<file path="src/rtl/dii_ring_pkt_arbiter.sv">
// Packet-atomic round-robin merge of PORTS DII flit streams onto one registered 16-bit output.
// Over-length packets are cut at MAX_PKT_LEN flits and the rest of the packet is drained.
module dii_ring_pkt_arbiter #(
    parameter int unsigned PORTS       = 2,
    parameter int unsigned MAX_PKT_LEN = 16
) (
    input  logic                  clk,
    input  logic                  rst,
    input  logic [PORTS-1:0]      in_valid,
    input  logic [PORTS-1:0]      in_last,
    input  logic [16*PORTS-1:0]   in_data,
    output logic [PORTS-1:0]      in_ready,
    output logic                  out_valid,
    output logic                  out_last,
    output logic [15:0]           out_data,
    input  logic                  out_ready,
    output logic [PORTS-1:0]      grant,
    output logic                  err_overlen
);

    localparam int unsigned IdxW = $clog2(PORTS);
    localparam int unsigned CntW = $clog2(MAX_PKT_LEN + 1);

    typedef enum logic [1:0] {StIdle, StFwd, StDrop} state_e;

    state_e            state_q, state_d;
    logic [IdxW-1:0]   g_q, g_d;
    logic [IdxW-1:0]   rr_ptr_q, rr_ptr_d;
    logic [CntW-1:0]   cnt_q, cnt_d;
    logic              err_q, err_d;
    logic              out_valid_q, out_valid_d;
    logic              out_last_q, out_last_d;
    logic [15:0]       out_data_q, out_data_d;

    logic              sel_valid, sel_last, fwd_rdy, found;
    logic [15:0]       sel_data;
    logic [IdxW-1:0]   next_ptr, scan_idx;

    always_comb begin
        state_d     = state_q;
        g_d         = g_q;
        rr_ptr_d    = rr_ptr_q;
        cnt_d       = cnt_q;
        err_d       = 1'b0;
        out_valid_d = out_valid_q;
        out_last_d  = out_last_q;
        out_data_d  = out_data_q;
        in_ready    = '0;
        grant       = '0;
        found       = 1'b0;
        fwd_rdy     = 1'b0;
        scan_idx    = '0;
        sel_valid   = 1'b0;
        sel_last    = 1'b0;
        sel_data    = '0;

        for (int i = 0; i < int'(PORTS); i++) begin
            if (g_q == IdxW'(i)) begin
                sel_valid = in_valid[i];
                sel_last  = in_last[i];
                sel_data  = in_data[16*i +: 16];
            end
        end
        next_ptr = (g_q == IdxW'(PORTS - 1)) ? '0 : g_q + IdxW'(1);

        // Drain first; a load below overrides it for full throughput.
        if (out_valid_q && out_ready) begin
            out_valid_d = 1'b0;
            out_last_d  = 1'b0;
            out_data_d  = '0;
        end

        unique case (state_q)
            StIdle: begin
                for (int k = 0; k < int'(PORTS); k++) begin
                    scan_idx = IdxW'((int'(rr_ptr_q) + k) % int'(PORTS));
                    if (!found && in_valid[scan_idx]) begin
                        found = 1'b1;
                        g_d   = scan_idx;
                    end
                end
                if (found) begin
                    cnt_d   = '0;
                    state_d = StFwd;
                end
            end
            StFwd: begin
                fwd_rdy       = !out_valid_q || out_ready;
                in_ready[g_q] = fwd_rdy;
                grant[g_q]    = 1'b1;
                if (sel_valid && fwd_rdy) begin
                    out_valid_d = 1'b1;
                    out_data_d  = sel_data;
                    out_last_d  = sel_last;
                    cnt_d       = cnt_q + CntW'(1);
                    if (sel_last) begin
                        state_d  = StIdle;
                        rr_ptr_d = next_ptr;
                    end else if (cnt_q == CntW'(MAX_PKT_LEN - 1)) begin
                        out_last_d = 1'b1;
                        err_d      = 1'b1;
                        state_d    = StDrop;
                    end
                end
            end
            StDrop: begin
                in_ready[g_q] = 1'b1;
                grant[g_q]    = 1'b1;
                if (sel_valid && sel_last) begin
                    state_d  = StIdle;
                    rr_ptr_d = next_ptr;
                end
            end
            default: state_d = StIdle;
        endcase
    end

    always_ff @(posedge clk) begin
        if (rst) begin
            state_q     <= StIdle;
            g_q         <= '0;
            rr_ptr_q    <= '0;
            cnt_q       <= '0;
            err_q       <= 1'b0;
            out_valid_q <= 1'b0;
            out_last_q  <= 1'b0;
            out_data_q  <= '0;
        end else begin
            state_q     <= state_d;
            g_q         <= g_d;
            rr_ptr_q    <= rr_ptr_d;
            cnt_q       <= cnt_d;
            err_q       <= err_d;
            out_valid_q <= out_valid_d;
            out_last_q  <= out_last_d;
            out_data_q  <= out_data_d;
        end
    end

    assign out_valid   = out_valid_q;
    assign out_last    = out_last_q;
    assign out_data    = out_data_q;
    assign err_overlen = err_q;

endmodule

</file>
<file path="config.mk">
export PLATFORM = sky130hd
export DESIGN_NAME = dii_ring_pkt_arbiter
export DESIGN_NICKNAME = d
export VERILOG_FILES = /design/src/rtl/dii_ring_pkt_arbiter.sv
export SDC_FILE = /design/constraint.sdc
export NUM_CORES = 1
export LEC_CHECK = 0
export ABC_AREA = 1
export BUFFER_PORTS_ARGS = -buffer_cell sky130_fd_sc_hd__buf_4
export CAP_MARGIN = 40
export CORE_UTILIZATION = 43
export DETAILED_ROUTE_END_ITERATION = 8
export HOLD_SLACK_MARGIN = 0.05
export PLACE_DENSITY = 0.79
export SETUP_SLACK_MARGIN = 0.05
export SLEW_MARGIN = 15
export SYNTH_ARGS = -nofsm -noshare
export SYNTH_HDL_FRONTEND = slang
export SYNTH_SLANG_ARGS = --single-unit
</file>
<file path="constraint.sdc">
create_clock -name clk -period 1.5 [get_ports clk]
set_clock_uncertainty 0.05 [all_clocks]
set_input_delay 0.075 -clock clk [delete_from_list [all_inputs] [get_ports clk]]
set_output_delay 0.075 -clock clk [all_outputs]
set_load 0.005 [all_outputs]
</file>
Word-level counts from Yosys, hierarchy flattened --
Index checks and enable logic that the tools add are counted.
Storage, ports and cells: bits in registers 28, bits of input ports 39, logic and storage cells 86
Cells by class: add/subtract/negate cells 3, magnitude comparators 4, eq/ne operators 8, mux-type cells 42, bitwise operators 3, reductions and logical operators 18
Operators by type and width (count):
- 16-bit two-way mux | 4
- 1-bit two-way mux | 25
- 2-bit two-way mux | 6
- 5-bit two-way mux | 2
- 5-bit case mux with 2 select lines | 1
- 2-bit inequality test (second input constant) | 4
- 4-bit AND reduction | 2
- 1-bit by 2-bit less-than comparator with 1-bit output (second input constant) | 3
- 2-bit case mux with 3 select lines | 1
- 2-bit nonzero test | 3
- 5-bit by 1-bit adder with 5-bit output (second input constant) | 1
- 5-bit by 4-bit equality test with 1-bit output (second input constant) | 1
- 1-bit logical AND | 5
- 2-bit case mux with 2 select lines | 1
- 4-bit OR reduction | 1
- 3-bit inequality test (second input constant) | 1
- 3-bit AND reduction | 1
- 1-bit adder (second input constant) | 2
- 2-bit AND | 1
- 2-bit by 1-bit equality test with 1-bit output (second input constant) | 1
- 2-bit equality test (second input constant) | 1
- 1-bit zero test | 2
- 2-bit zero test | 1
- 1-bit NOT | 2
- other kinds (6) | 6

Longest topological paths before layout --
Gate-level depths: netlist of the first run.
depth after elaboration 10, gate-level depth with buffers 12, gate-level depth less buffers 11

Least setup slack after synthesis of the first run --
No wires, ideal clock.
kind register to register, start point register cnt_q[0], end point register state_q[0], library setup time 113 ps, data arrival time 1316 ps, setup slack 22 ps, stages on the path, launching flop included 12, path through dfxtp_1 ha_1 nand2_1 nor2_1 ha_1 inv_1 nand4_1 nand2_1 nor2_1 nand2_1 nand2_1 nor2_1
Between the ends: longest elaborated chain between the ends 3
Ends and longest elaborated chain:
- from (decl) | RTL line 29 | logic [CntW-1:0] cnt_q, cnt_d;
- from (signal assigned) | RTL line 132 | cnt_q <= cnt_d;
- 5-bit by 4-bit equality test with 1-bit output | RTL line 99 | end else if (cnt_q == CntW'(MAX_PKT_LEN - 1)) begin
- 3-bit inequality test (no line)
- 4-bit AND reduction (no line)
- to (signal assigned) | RTL line 120 | state_q <= StIdle;
- to (signal assigned) | RTL line 129 | state_q <= state_d;
- to (decl) | RTL line 26 | state_e state_q, state_d;
Every way passes these cells. A chain may end at the register's enable or synchronous reset.

Worst setup path after layout of the first run --
start point register state_q[1], end point output port in_ready[0]
Between the ends: longest elaborated chain between the ends 2, elaborated cells on any way between the ends 3, those cells by class eq/ne: 2; mux: 1
Ends and longest elaborated chain:
- 2-bit equality test or 2-bit by 1-bit equality test with 1-bit output (tied branches) | RTL line 73 | unique case (state_q)
- 2-bit case mux with 2 select lines * | RTL line 73
- to (decl) | RTL line 12 | output logic [PORTS-1:0] in_ready,
Mark *: on every way between the ends. The rest lies on a longest branch, timed or not.

==> results.md, run 1 <==
- Worst-skew pair later-pin latency: 0.34 ns
- DIE WIDTH: 60.9 um
- Crit path arrival time: 1.45 ns
- Total grt overflow: 0
- Sequential share of the synthesized area: 0.376
- Slew Limit Fails: 0
- Status: finished, violations left
- Setup TNS: -0.200 ns
- DR DRC count: 0
- Worst Tran Pin Value: ~0.53 ns
- DP Worst Slack: 0.00199 ns
- Worst Path Required: approximately 1.4 ns
- Via density per instance: 4.78
- Antenna Violating Nets Remaining: 0
- CTS Buffer Depth: 2
- Post-Synthesis Net Count: approximately 280
- Share of cells above drive strength 1: 0.338
- First-pass GRT wire length: 6820 um
- 1st-pass router iterations: 6
- Most common cell in the netlist: nand2_1
- Clock sinks: 28
- Area contributors post-synth: dfxtp_1 38%, nand2_1 21%, nor2_1 8.6%
- Seq pwr share: 0.321
- Top Ports: 62
- TritonCTS Buffers: 3
- Post-DP HPWL: 2720 um
- Failing checks: negative setup slack
- Fin nets: 379
- Routed wire length: 4550 um
- Cell Chain, Critical Path: inv_4 > ha_4 > inv_2 > a21oi_4 > nor2_4 > nor3_2 > buf_4
- Gate power share: 0.530
- Die height: a little over 60 um
- Critical path's largest stage delay: 0.38 ns
- Crit Path Class: reg -> out
- Post-Syn Instances: 235
- Max-cap violations: 0
- Finish-stage setup viols: 7
- Fin crit share: 1.05
- Post-synth top cells: 84 x nand2_1, 34 x nor2_1, 28 x dfxtp_1, 23 x a21oi_1, 17 x o21ai_0
- Library cells used by synthesis: 21
- Gr usage total: 0.249
- Clk pin slew, worst setup/hold paths: 0.15 ns
- Slew HR: 0.644
- Final instance area: around 0.0025 mm2
- Core area: 0.00334 mm2
- Mean post-synth cell area: 6.34 um2
- Vias in the first global route: 1604
- Final Core Density: 0.753
- CTS HTree Levels: 1
- Area grow syn2layout: 68.6%
- P_int: 2.06 mW
- Achievable Freq: 635 MHz
- Die area: 0.00371 mm2
- Post-synth top flop: dfxtp_1
- 1st-iter DRT viols: just over 70
- Gpl congestion: 0.801
- CP endpoint kind: output pin
- Top-area cell type share of the netlist area: 0.376
- Largest net degree at the start of global routing: 19
- Crit start category: register
- Sw Share: 0.389
- Crit Path Max Fanout: 2
- Async set-reset flop share out of synthesis: 0
- Leading area contributor after synthesis: dfxtp_1
- Leakage power: 1.24 nW
- Initial antenna violation count: 0
- Fin. Hold Viols: 0
- Mapped Area: 0.00149 mm2
- Starting Density: 0.447
- PD cells: 1340 mW/mm2
- CTS Root Cell: clkbuf_4
- I/O Buffers: 61
- Placed inst area: 0.00207 mm2
- Hold Path Class: in -> reg
- RSZ-0062 raised after global routing: true
- Post-synth EDFFs: 0
- Clock period minus worst slack: between 1.5 and 2 ns
- Routed vias: 1815
- Syn. warnings: 0
- Worst path slowest cell: dfxtp_2
- Switch Pwr: 1.31 mW
- Avg WL per Cell: 12.0 um
- Final setup margin: -0.0744 ns
- Post-synthesis register bit count: 28
- Clk pwr share: 0.149
- CTS tree: done
- Max VDD drop: 902 uV
- Site Rows: 21
- Antenna cells: 0
-- power groups by stage --
stage	logic, mW	registers (mW)	clock network, mW
after floorplan	0.919	1.06	0
after global placement	1.52	1.06	0
after detailed placement	1.54	1.07	0
after CTS	1.69	1.08	0.499
after global routing	2.00	1.11	0.529
final	1.79	1.08	0.504
-- flip-flops by register name, indices dropped and copies added, names as in the netlist --
register	flops
out_last	1
g_q	1
err_overlen	1
state_q	2
out_data	16
rr_ptr_q	1
out_valid	1
cnt_q	5
-- stage by stage --
stage | std cells | total power, mW | hold slack, ns
3_3_place_gp | 347 | 2.58 | 0.265
6_report | 380 | 3.38 | 0.0323
3_5_place_dp | 347 | 2.61 | 0.259
5_1_grt | 380 | 3.64 | 0.0676
2_1_floorplan | 235 | 1.97 | 0.0941
4_1_cts | 379 | 3.27 | 0.0509
-- repair_timing --
item                                   in CTS  in global routing
endpoints found under the hold margin      18                  0
setup endpoints to repair                  25                 27
pin swaps                                   8                  8
gates resized for setup                    19                 13
buffers inserted                            2                  2
hold buffers                               26                  0
-- worst max-delay path, delay by kind of cell, from the launching register on --
kind,cells,cell delay (ns)
compound gates,1,0.16
flops,1,0.38
buf+inv,3,0.26
fa+ha+maj,1,0.13
simple gates,2,0.18
-- worst paths after layout --
kind / start / endpoint / slack [ns] / cells past startpoint
worst max-delay path: state_q[1] / in_ready[0] / -0.07 / 7
worst min-delay path: in_data[14] / out_data[14] / 0.03 / 5
worst max register to register: cnt_q[1] / state_q[0] / -0.05 / 11
worst min register to register: cnt_q[4] / cnt_q[4] / 0.45 / 2
-- cells in the final DEF (no fill, tap or decap), types with 2 or more instances in the layout --
| cell | instances |
|---|---|
| o21ai_0 | 16 |
| dfxtp_1 | 23 |
| dfxtp_2 | 3 |
| nand3_1 | 4 |
| a21oi_1 | 23 |
| dfxtp_4 | 2 |
| nor2_1 | 31 |
| nand2_1 | 81 |
| ha_2 | 2 |
| buf_4 | 78 |
| inv_4 | 2 |
| nand4_1 | 2 |
| inv_1 | 9 |
| nor2_2 | 2 |
| dlygate4sd3_1 | 26 |
| clkbuf_4 | 3 |
| ha_4 | 3 |
| nand2_4 | 3 |
| nand2_2 | 4 |
| nor3_1 | 2 |
| inv_2 | 6 |
-- layout make-up --
cell class | count | area (um2)
multi-input combinational | 181 | 916
timing repair buffer | 104 | 846
fill | 251 | 825
sequential | 28 | 572
inverter | 17 | 68.8
tap | 46 | 57.6
clock inverter | 1 | 30.0
clock buffer | 3 | 22.5
-- kinds of logic (layout without fill, tap and decap cells) --
kind of cell             count (synthesis)  in the layout  synth area share
buffers and inverters                   26            125            0.0714
flip-flops                              28             28             0.376
adder cells (fa/ha/maj)                  5              5            0.0420
AO/OA/AOI/OAI                           41             41             0.140
AND/OR/NAND/NOR                        135            135             0.370
-- per-layer routing --
layer,share of wire,routed length (um),vias to the layer above,global-route usage
met5,0,0,-,0
met4,0.019,85,0,0.0747
met3,0.058,264,9,0.0384
met2,0.51,2340,67,0.460
met1,0.41,1860,791,0.296
li1,-,-,948,-
(Power assumes the default switching activity.)
==> run 2, diff against run 1 <==
- CELL_PAD_IN_SITES_DETAIL_PLACEMENT: not set -> 0
- CELL_PAD_IN_SITES_GLOBAL_PLACEMENT: not set -> 1
- CORE_UTILIZATION: 43 -> 28
- PLACE_DENSITY: 0.79 -> 0.77
==> run 2 against run 1 <==
The run still ends with negative setup slack left. Combinational power about the same. Sequential share of layout area grew 1.7 points. Worst hold slack improved by 0.060 ns. Setup slack better by 0.062 ns. Die area is 52% higher. Cell count grew 0.53%. Flip-flop and latch count unchanged. Critical endpoint unchanged. Largest cell class unchanged. Highest routed layer unchanged.
==> results.md, run 2 (synthesis results as in run 1) <==
- Gr usage total: 0.163 (-0.0861)
- Finish-stage setup viols: 1 (-6)
- Antenna cells: 0 (unchanged)
- Antenna Violating Nets Remaining: 0 (unchanged)
- DR DRC count: 0 (unchanged)
- Cell Chain, Critical Path: inv_2 > buf_4 > ha_4 > inv_2 > nor3_2 > buf_4
- TritonCTS Buffers: 3 (unchanged)
- Routed vias: 1664 (-8.3%)
- Worst path slowest cell: dfxtp_2
- Die area: 0.00562 mm2 (+52%)
- Critical path's largest stage delay: 0.35 ns (-0.03 ns)
- Hold Path Class: in -> reg
- Top Ports: 62 (unchanged)
- Failing checks: negative setup slack
- Site Rows: 26 (+24%)
- Share of cells above drive strength 1: 0.365 (+0.0271)
- Placed insts: 373 (+7.5%)
- Gpl congestion: 0.799 (-0.20%)
- Starting Density: 0.292 (-0.155)
- Max-cap violations: 0 (unchanged)
- Post-DP HPWL: 3080 um (+13%)
- Leakage power: 1.15 nW (-7.1%)
- Largest net degree at the start of global routing: 18 (-1)
- Worst-skew pair later-pin latency: 0.27 ns (-0.07 ns)
- Routed wire length: 4210 um (-7.6%)
- Via density per instance: 4.36 (-8.8%)
- Gate power share: 0.550 (+0.020)
- P_int: 2.00 mW (-2.9%)
- Crit Path Max Fanout: 3 (+1)
- CTS Root Cell: clkbuf_8
- I/O Buffers: 61 (unchanged)
- First-pass GRT wire length: 7030 um (+3.1%)
- Crit start category: register
- Worst hold slack: 0.0925 ns (+0.0602 ns)
- Worst Tran Pin Value: 0.564 ns (+0.0313 ns)
- Max VDD drop: 705 uV (-22%)
- Sw Share: 0.388 (-0.00145)
- PD cells: 1410 mW/mm2 (+4.6%)
- Overall Power: 3.27 mW (-3.2%)
- Non-filler cells in the finished layout: 382 (+0.53%)
- Slew HR: 0.623 (-0.0209)
- Commonest cells after routing, fill and taps aside: 81 x nand2_1, 79 x buf_4, 31 x nor2_1
- DIE WIDTH: 75.0 um (+23%)
- CP endpoint kind: output pin
- CTS tree: done
- Most common cell after layout, fill and taps aside: nand2_1
- Die height: 75.0 um (+23%)
- Final setup margin: -0.0120 ns (+0.0624 ns)
- CTS HTree Levels: 1 (unchanged)
- Clk pin slew, worst setup/hold paths: 0.10 ns (-0.05 ns)
- DP Worst Slack: -0.0216 ns (-0.0236 ns)
- Clk pwr share: 0.125 (-0.024)
- Slew Limit Fails: 0 (unchanged)
- Core area: 0.00511 mm2 (+53%)
- Number of flip-flops under the largest register name: 16 (unchanged)
- Vias in the first global route: 1565 (-2.4%)
- 1st-iter DRT viols: 56 (-21%)
- Total grt overflow: 0 (unchanged)
- Initial antenna violation count: 0 (unchanged)
- Fin nets: 358 (-5.5%)
- Avg WL per Cell: 11.0 um (-8.1%)
- Switch Pwr: 1.27 mW (-3.5%)
- Status: finished, violations left
- Clock period minus worst slack: 1.51 ns (-0.0624 ns)
- Worst Path Required: 1.37 ns (about the same)
- Fin. Hold Viols: 0 (unchanged)
- Crit path arrival time: 1.39 ns (-0.06 ns)
- CTS Buffer Depth: 2 (unchanged)
- Seq pwr share: 0.325 (+0.004)
- RSZ-0062 raised after global routing: true
- Achievable Freq: 661 MHz (+4.1%)
- 1st-pass router iterations: 4 (-2)
- Area grow syn2layout: 56.1%
- Setup TNS: -0.0120 ns (+0.188 ns)
- Crit Path Class: reg -> out
- Clock sinks: 28 (unchanged)
- Fin crit share: 1.01 (-0.0416)
==> run 2: cell type report <==
type                       count  area [um2]
clock buffer                   3        41.3
fill                         566        2780
inverter                      17        63.8
multi-input combinational    181         920
sequential                    28         569
tap                           70        87.6
timing repair buffer          83         644
==> run 2: worst paths after layout <==
check,slack (ns),end,cells after the start,startpoint
hold reg to reg,0.42,cnt_q[4],2,cnt_q[4]
hold / removal,0.09,out_data[0],5,in_data[0]
setup reg to reg,0.07,out_data[1],8,state_q[1]
setup / recovery,-0.01,in_ready[0],6,state_q[1]
==> run 2: power by group through the flow <==
stage	combinational, mW	sequential, mW	clock [mW]
floorplan	0.919	1.06	0
finish	1.80	1.06	0.408
global placement	1.61	1.05	0
detailed placement	1.61	1.05	0
global route	2.03	1.09	0.446
CTS	1.74	1.06	0.439
==> run 2: timing repair <==
item,4_1_cts,5_1_grt
setup buffers,3,1
resized for setup,16,13
hold endpoints to repair,6,0
hold buffers,2,0
pin swaps,14,11
setup endpoints to repair,23,29
==> run 2: per-layer routing <==
layer | wire, um | global-route usage | up-vias
met5 | 0 | 0 | -
met4 | 57 | 0.0566 | 0
met2 | 1930 | 0.279 | 42
met3 | 170 | 0.0201 | 5
met1 | 2050 | 0.211 | 717
li1 | - | - | 900
==> run 2: worst max-delay path, delay by kind of cell, from the launching register on <==
kind	cells	cell delay, ns
and+or+nand+nor	1	0.14
DFF	1	0.35
adders and majority gates	1	0.27
buffers and inverters	4	0.35
==> run 2: metrics by stage <==
stage,util,cell area (um2)
floorplan,-,1500
global placement,0.417,2130
detailed placement,0.417,2130
CTS,0.444,2270
global route,0.455,2330
finish,0.455,2330
==> run 3, diff against run 2 <==
- SETUP_SLACK_MARGIN: 0.05 -> 0.15
==> run 3 against run 2 <==
The run still ends with negative setup slack left. First-iteration DRC count up 46%. Wire length grew 8.6%. Global-route usage grew 1.2 points. Sequential power about the same. Final area increased by 12%. Flip-flop and latch count did not move. Critical path type unchanged. Highest routed layer unchanged.
==> results.md, run 3 (synthesis results as in run 1) <==
- First-pass GRT wire length: 7390 um (+5.1%)
- Clk pin slew, worst setup/hold paths: 0.10 ns (about the same)
- Site Rows: 26 (unchanged)
- Slew Limit Fails: 0 (unchanged)
- Initial antenna violation count: 0 (unchanged)
- Share of cells above drive strength 1: 0.456 (+0.0909)
- Hold Path Class: in -> reg
- Routed vias: 1741 (+4.6%)
- Clock sinks: 28 (unchanged)
- Gr usage total: 0.175 (+0.0123)
- Max-cap violations: 0 (unchanged)
- Fin nets: 365 (+2.0%)
- Top Ports: 62 (unchanged)
- DIE WIDTH: 75.0 um (unchanged)
- Antenna Violating Nets Remaining: 0 (unchanged)
- Clk pwr share: 0.156 (+0.031)
- Status: finished, violations left
- Total grt overflow: 0 (unchanged)
- Overall Power: 3.89 mW (+19%)
- DR DRC count: 0 (unchanged)
- Die area: 0.00562 mm2 (unchanged)
- TritonCTS Buffers: 3 (unchanged)
- Die height: 75.0 um (unchanged)
- Crit start category: register
- Worst Tran Pin Value: 0.321 ns (-0.243 ns)
- Slew HR: 0.784 (+0.161)
- Setup TNS: -0.0160 ns (-0.00397 ns)
- Placed inst area: 0.00217 mm2 (+1.9%)
- Failing checks: negative setup slack
- Worst Path Required: 1.37 ns (about the same)
- Most common cell after layout, fill and taps aside: nand2_1
- Final setup margin: -0.0160 ns (-0.00397 ns)
- Vias in the first global route: 1656 (+5.8%)
- Crit Path Max Fanout: 3 (unchanged)
- Gate power share: 0.568 (+0.018)
- Worst hold slack: 0.0672 ns (-0.0253 ns)
- Routed wire length: 4570 um (+8.6%)
- Largest net degree at the start of global routing: 17 (-1)
- Crit Path Class: reg -> out
- PD cells: 1500 mW/mm2 (+6.7%)
- CTS Root Cell: clkbuf_8
- 1st-iter DRT viols: 82 (+46%)
- Starting Density: 0.292 (unchanged)
- Sw Share: 0.381 (-0.00648)
- Crit path arrival time: 1.39 ns (about the same)
- Clock period minus worst slack: 1.52 ns (+0.00397 ns)
- CTS tree: done
- Seq pwr share: 0.276 (-0.049)
- Number of flip-flops under the largest register name: 16 (unchanged)
- Fin crit share: 1.01 (+0.00265)
- Via density per instance: 4.46 (+2.5%)
- Commonest cells after routing, fill and taps aside: 80 x nand2_1, 79 x buf_4, 29 x nor2_1
- Achievable Freq: 660 MHz (-0.26%)
- CP endpoint kind: output pin
- Non-filler cells in the finished layout: 390 (+2.1%)
- RSZ-0062 raised after global routing: true
- CTS HTree Levels: 1 (unchanged)
- Gpl congestion: 0.766 (-4.1%)
- Antenna cells: 0 (unchanged)
- Finish-stage setup viols: 1 (unchanged)
- Number of fill cells: 518 (-8.5%)
- P_int: 2.41 mW (+20%)
- Placed insts: 372 (-0.27%)
- Fin. Hold Viols: 0 (unchanged)
- I/O Buffers: 61 (unchanged)
- 1st-pass router iterations: 4 (unchanged)
- CTS Buffer Depth: 2 (unchanged)
- Core area: 0.00511 mm2 (unchanged)
- Max VDD drop: 561 uV (-20%)
- Area grow syn2layout: 74.1%
- Post-DP HPWL: 3140 um (+2.0%)
- Leakage power: 1.25 nW (+8.1%)
- Avg WL per Cell: 11.7 um (+6.4%)
- Worst-skew pair later-pin latency: 0.28 ns (about the same)
- Final instance area: 0.00259 mm2 (+12%)
- Switch Pwr: 1.48 mW (+17%)
[run 3: power groups by stage]
| stage | combinational, mW | sequential [mW] | clock [mW] |
|---|---|---|---|
| CTS | 2.05 | 1.06 | 0.626 |
| global placement | 1.61 | 1.07 | 0 |
| floorplan | 0.945 | 1.08 | 0 |
| detailed placement | 1.63 | 1.08 | 0 |
| global route | 2.46 | 1.09 | 0.651 |
| finish | 2.21 | 1.07 | 0.608 |
[run 3: worst paths after layout]
kind	start	end	slack, ns	depth (start not counted)
worst max-delay path	state_q[1]	in_ready[0]	-0.02	6
worst min-delay path	in_data[3]	out_data[3]	0.07	5
worst max register to register	state_q[1]	cnt_q[0]	0	12
worst min register to register	cnt_q[4]	cnt_q[4]	0.43	2
[run 3: worst max-delay path: stages, from the launching register on]
cell and delay, ns:
dfxtp_2 0.34, inv_2 0.05, buf_6 0.11, ha_4 0.29, inv_2 0.05, nor3_2 0.14, buf_4 0.13
[run 3: area by class of cell]
class,instances,area [um2],area share
clock buffer,3,41.3,0.0159
clock inverter,1,30.0,0.0116
inverter,17,76.3,0.0294
multi-input combinational,181,1010,0.388
sequential,28,571,0.220
tap,70,87.6,0.0338
timing repair buffer,90,782,0.301
[run 3: per-stage QoR]
stage,worst slack (ns),util
global route,-0.0979,0.508
CTS,0.00877,0.489
floorplan,0.107,-
global placement,0.0391,0.425
detailed placement,0.00103,0.425
finish,-0.0160,0.508
[run 3: repair_timing]
item / CTS / global route
endpoints found under the hold margin: 6 / 0
gates cloned: 2 / 1
buffers inserted: 7 / 2
setup endpoints to repair: 29 / 31
pin swaps: 25 / 6
hold buffers: 2 / 0
resized for setup: 47 / 18
[run 3: metal layers]
| metal | global-route usage | up-vias | part of all wire | routed length [um] |
|---|---|---|---|---|
| li1 | - | 915 | - | - |
| met1 | 0.224 | 776 | 0.46 | 2090 |
| met2 | 0.303 | 45 | 0.48 | 2190 |
| met3 | 0.0228 | 5 | 0.048 | 218 |
| met4 | 0.0629 | 0 | 0.015 | 67 |
| met5 | 0 | - | 0 | 0 |
